<file path="src/rtl/fpcvt_pipe.sv">
// Three-stage pipelined converter from two's-complement integers to sign/exponent/mantissa
// floating point (value = (-1)^S * F * 2^E), with per-sample truncate or round-half-up.
module fpcvt_pipe #(
    parameter int unsigned DW = 13,
    parameter int unsigned EW = 3,
    parameter int unsigned MW = 5
) (
    input  logic          clk,
    input  logic          rst,
    input  logic          in_valid,
    output logic          in_ready,
    input  logic [DW-1:0] in_data,
    input  logic          in_rnd,
    output logic          out_valid,
    input  logic          out_ready,
    output logic          out_s,
    output logic [EW-1:0] out_e,
    output logic [MW-1:0] out_f,
    output logic          out_sat
);

    localparam int unsigned   PW      = $clog2(DW) + 1;
    localparam int unsigned   EMAX    = (1 << EW) - 1;
    localparam logic [EW-1:0] E_MAX   = '1;
    localparam logic [MW-1:0] F_ONES  = '1;
    localparam logic [MW-1:0] F_CARRY = MW'(1 << (MW - 1));

    logic adv;

    // Single advance enable: the whole pipe moves or the whole pipe holds.
    assign adv      = !out_valid || out_ready;
    assign in_ready = adv;

    // Stage 1: sign and magnitude
    logic          s1_valid_q, s1_s_q, s1_rnd_q;
    logic [DW-1:0] s1_mag_q;
    logic [DW-1:0] mag_d;

    // -2^(DW-1) maps to 2^(DW-1), which still fits as an unsigned DW-bit value.
    assign mag_d = in_data[DW-1] ? (~in_data + DW'(1)) : in_data;

    always_ff @(posedge clk) begin
        if (rst) begin
            s1_valid_q <= 1'b0;
            s1_s_q     <= 1'b0;
            s1_rnd_q   <= 1'b0;
            s1_mag_q   <= '0;
        end else if (adv) begin
            s1_valid_q <= in_valid;
            s1_s_q     <= in_data[DW-1];
            s1_rnd_q   <= in_rnd;
            s1_mag_q   <= mag_d;
        end
    end

    // Stage 2: normalise into a uniform MW-bit slice
    logic          s2_valid_q, s2_s_q, s2_rnd_q, s2_r_q, s2_sat_q;
    logic [EW-1:0] s2_e0_q;
    logic [MW-1:0] s2_f0_q;
    logic [PW-1:0] msb, e0;
    logic [MW-1:0] f0_d;
    logic          r_d, sat_d;

    always_comb begin
        msb = '0;
        for (int i = 0; i < int'(DW); i++) begin
            if (s1_mag_q[i]) msb = PW'(i);
        end
        e0    = (msb >= PW'(MW - 1)) ? (msb - PW'(MW - 1)) : '0;
        f0_d  = MW'(s1_mag_q >> e0);
        r_d   = (e0 != '0) && 1'(s1_mag_q >> (e0 - PW'(1)));
        sat_d = 32'(e0) > EMAX;
    end

    always_ff @(posedge clk) begin
        if (rst) begin
            s2_valid_q <= 1'b0;
            s2_s_q     <= 1'b0;
            s2_rnd_q   <= 1'b0;
            s2_r_q     <= 1'b0;
            s2_sat_q   <= 1'b0;
            s2_e0_q    <= '0;
            s2_f0_q    <= '0;
        end else if (adv) begin
            s2_valid_q <= s1_valid_q;
            s2_s_q     <= s1_s_q;
            s2_rnd_q   <= s1_rnd_q;
            s2_r_q     <= r_d;
            s2_sat_q   <= sat_d;
            s2_e0_q    <= EW'(e0);
            s2_f0_q    <= f0_d;
        end
    end

    // Stage 3: round and clamp
    logic [EW-1:0] e_d;
    logic [MW-1:0] f_d;
    logic          sat3_d;

    always_comb begin
        e_d    = s2_e0_q;
        f_d    = s2_f0_q;
        sat3_d = 1'b0;
        if (s2_sat_q) begin
            e_d    = E_MAX;
            f_d    = F_ONES;
            sat3_d = 1'b1;
        end else if (s2_rnd_q && s2_r_q) begin
            if (s2_f0_q != F_ONES) begin
                f_d = s2_f0_q + MW'(1);
            end else if (s2_e0_q != E_MAX) begin
                // Mantissa overflow renormalises into the next exponent.
                f_d = F_CARRY;
                e_d = s2_e0_q + EW'(1);
            end else begin
                e_d    = E_MAX;
                f_d    = F_ONES;
                sat3_d = 1'b1;
            end
        end
    end

    always_ff @(posedge clk) begin
        if (rst) begin
            out_valid <= 1'b0;
            out_s     <= 1'b0;
            out_e     <= '0;
            out_f     <= '0;
            out_sat   <= 1'b0;
        end else if (adv) begin
            out_valid <= s2_valid_q;
            out_s     <= s2_s_q;
            out_e     <= e_d;
            out_f     <= f_d;
            out_sat   <= sat3_d;
        end
    end

endmodule

</file>
<file path="config.mk">
export PLATFORM = sky130hd
export DESIGN_NAME = fpcvt_pipe
export DESIGN_NICKNAME = d
export VERILOG_FILES = /design/src/rtl/fpcvt_pipe.sv
export SDC_FILE = /design/constraint.sdc
export NUM_CORES = 1
export LEC_CHECK = 0
export ABC_AREA = 1
export BUFFER_PORTS_ARGS = -buffer_cell sky130_fd_sc_hd__buf_2
export CAP_MARGIN = 40
export CELL_PAD_IN_SITES_DETAIL_PLACEMENT = 1
export CELL_PAD_IN_SITES_GLOBAL_PLACEMENT = 2
export CORE_MARGIN = 4
export CORE_UTILIZATION = 32
export CTS_CLUSTER_SIZE = 28
export DETAILED_ROUTE_END_ITERATION = 6
export GPL_ROUTABILITY_DRIVEN = 0
export PLACE_DENSITY = 0.83
export SLEW_MARGIN = 25
export SYNTH_ARGS = -nofsm -noshare
export SYNTH_HDL_FRONTEND = slang
export SYNTH_SLANG_ARGS = --single-unit
export TNS_END_PERCENT = 5
</file>
<file path="constraint.sdc">
create_clock -name clk -period 2.7 [get_ports clk]
set_input_delay 0.54 -clock clk [delete_from_list [all_inputs] [get_ports clk]]
set_output_delay 0.54 -clock clk [all_outputs]
set_load 0.1 [all_outputs]
</file>
==> metrics.cfg <==
[status]
outcome = finished, final reports clean

[sta]
hold_ws_ns = 0.455
rsz0062_at_grt = false
fin_crit_ns = 2.25
fin_crit_sh = 0.832
fmax_ghz = 0.445
hold_viol = 0
worstMarginPinSlew_ns = 0.560
fin_ws_ns = 0.454
setup_violations = 0
slew_violations = 0
slew_headroom = 0.623
tns_ns = 0
clock_skew_ns = 0.0141

[pwr]
vdd_ir_drop_max_mv = 0.245
cellPowerDensity_mw_per_mm2 = 691
power_mw = 1.86
p_leak_nw = 1.28

[critical_path]
cp_slowest_stage_delay_ns = 0.54
cp_slowest_cell = nor4_1
crit_arrival_ns = 2.49
crit_path_cell_trace = nor4_1 > a21oi_2 > nand2_4 > ha_1 > inv_1 > nand3_1 > nand3_1 > nand4_1 > a21oi_1
critPathBufInv = 1
cp-end-kind = register
path_common_cell = nand3_1
worstPathRequired_ns = 2.94
crit_type = register to register
path_max_fanout = 22
crit_family = simple AND/OR/NAND/NOR gates
critical_path.startpoint_type = register

[min_path]
min_path_type = register to register

[clocking]
cts_tree = yes
cts_buffers = 5
cts_setup_buffers = 0
cts.sinks = 40
insertion_delay_ns = 0.30
clockBufferDepth = 2
hold_buffers = 0
root_buffer = clkbuf_8
ctsHtreeMaxLevel = 2
clkSlewWorstSetupHoldPaths_ns = 0.09
cts_resized = 0

[die]
num_io_pins = 30
placeableCoreArea_mm2 = 0.00698
start_util = 0.337
dieArea_mm2 = 0.00878
dieHeight_um = 93.7
placementRows = 30
dieWidth_um = 93.7

[detailed_routing]
ant_nets = 0
avgRoutedWirePerCell_um = 14.0
drt_pass1_iterations = 4
drc = 0
via_per_inst = 4.93
wl_mm = 6.55
drt_iter0_drc = 107
vias = 2313

[cells_and_area]
finalNonFillerCells = 469
utilization = 0.385
finish.instance_area_mm2 = 0.00269
area_growth_pct = 14.5
fin_nets = 394
num_antenna_cells = 0
drive_gt1_frac = 0.169

[global_routing]
grtUsageMet2 = 0.266
grtUsageTotal = 0.159
grt_use_met1 = 0.203
grt_overflow = 0
grt_max_degree = 29
busiest_layer = met2
grt_pass1_wl_mm = 11.1
use_met3 = 0.0288
grt_pass1_vias = 2299
antenna_found_initial = 0

[synthesis]
synthCells = 346
synth_most_common_cell = nand2_1
ys_warn_count = 0
synth-edff-count = 0
yosysTopAreaCell = dfxtp_1
synth_area_leaders = dfxtp_1 (34%), nand2_1 (8.9%), inv_1 (8.3%)
seq_area_frac_synth = 0.341
synthFlopType = dfxtp_1
avgSynthCellArea_um2 = 6.79
ys_types = 36
synth_area_mm2 = 0.00235
syn-num-nets = 368
synth_top_area_share = 0.341
yosys-top-cells-count = nand2_1 (56), inv_1 (52), dfxtp_1 (40)
ys_async_sr_fraction = 0
ys_ff_latch = 40

[place]
port_buffers = 29
place_area_mm2 = 0.00257
place_ws_ns = 0.354
dpl.cell_count = 461
dp_hpwl_mm = 5.05

[job]
drv_cap = 0

## flip-flops by register name, indices dropped and copies added, names as in the netlist, 3 cells and up
name and flops:
s1_mag_q 13, s2_e0_q 3, out_f 5, s2_f0_q 5, out_e 3
## path summary, 6_finish.rpt
kind | from | end | slack (ns) | depth (start not counted)
min reg2reg | s2_valid_q | s2_valid_q | 0.46 | 2
max reg2reg | s1_mag_q[4] | s2_r_q | 0.45 | 9
max | s1_mag_q[4] | s2_r_q | 0.45 | 9
min | s2_valid_q | s2_valid_q | 0.46 | 2
## tightest hold or removal path: stages (launching register included)
cell and delay, ns:
dfxtp_1 0.30, inv_1 0.06, a21oi_1 0.05
## cells by family after synthesis
logic type | Yosys count | synth area share
simple gates | 139 | 0.269
compound gates | 83 | 0.208
buf+inv | 70 | 0.123
flops | 40 | 0.341
xor+xnor | 9 | 0.0335
fa+ha+maj | 4 | 0.0213
mux | 1 | 0.00426
## layout by cell type (no fill, tap or decap), types with 2 or more instances in the layout
cell type   n
a21oi_2     2
ha_1        4
inv_2       3
nand3_2     3
buf_2      29
inv_1      52
nand2_2     9
a31oi_1     4
buf_4       5
nand2_4     2
nor4_1      4
nor2_1     33
nand2_1    56
clkbuf_8    6
o21ai_1     9
xor2_1      5
o21ai_0    26
xnor2_1     4
o221ai_1    3
o31ai_1     2
a21oi_1    22
nand3_1    28
o211ai_1   10
dfxtp_1    40
## metal layers
metal  up-vias  wire (um)
met3         9        189
met2        35       3140
met5         -          0
met1      1079       3080
li1       1190          -
met4         0        136
## power by group
part	total (mW)	internal [mW]	switching [mW]	leakage (nW)
combinational	0.615	0.178	0.437	0.891
clock	0.540	0.303	0.237	0.0614
sequential	0.705	0.656	0.0494	0.331
total	1.86	1.14	0.723	1.28
## layout make-up
cell class	count	area (um^2)
Inverter	55	206
Sequential cell	40	801
Timing Repair Buffer	34	183
Multi-Input combinational cell	236	1260
Fill cell	943	4290
Clock buffer	6	82.6
Clock inverter	2	38.8
Tap cell	96	120
Note: power is estimated with default switching activity, not from simulation.
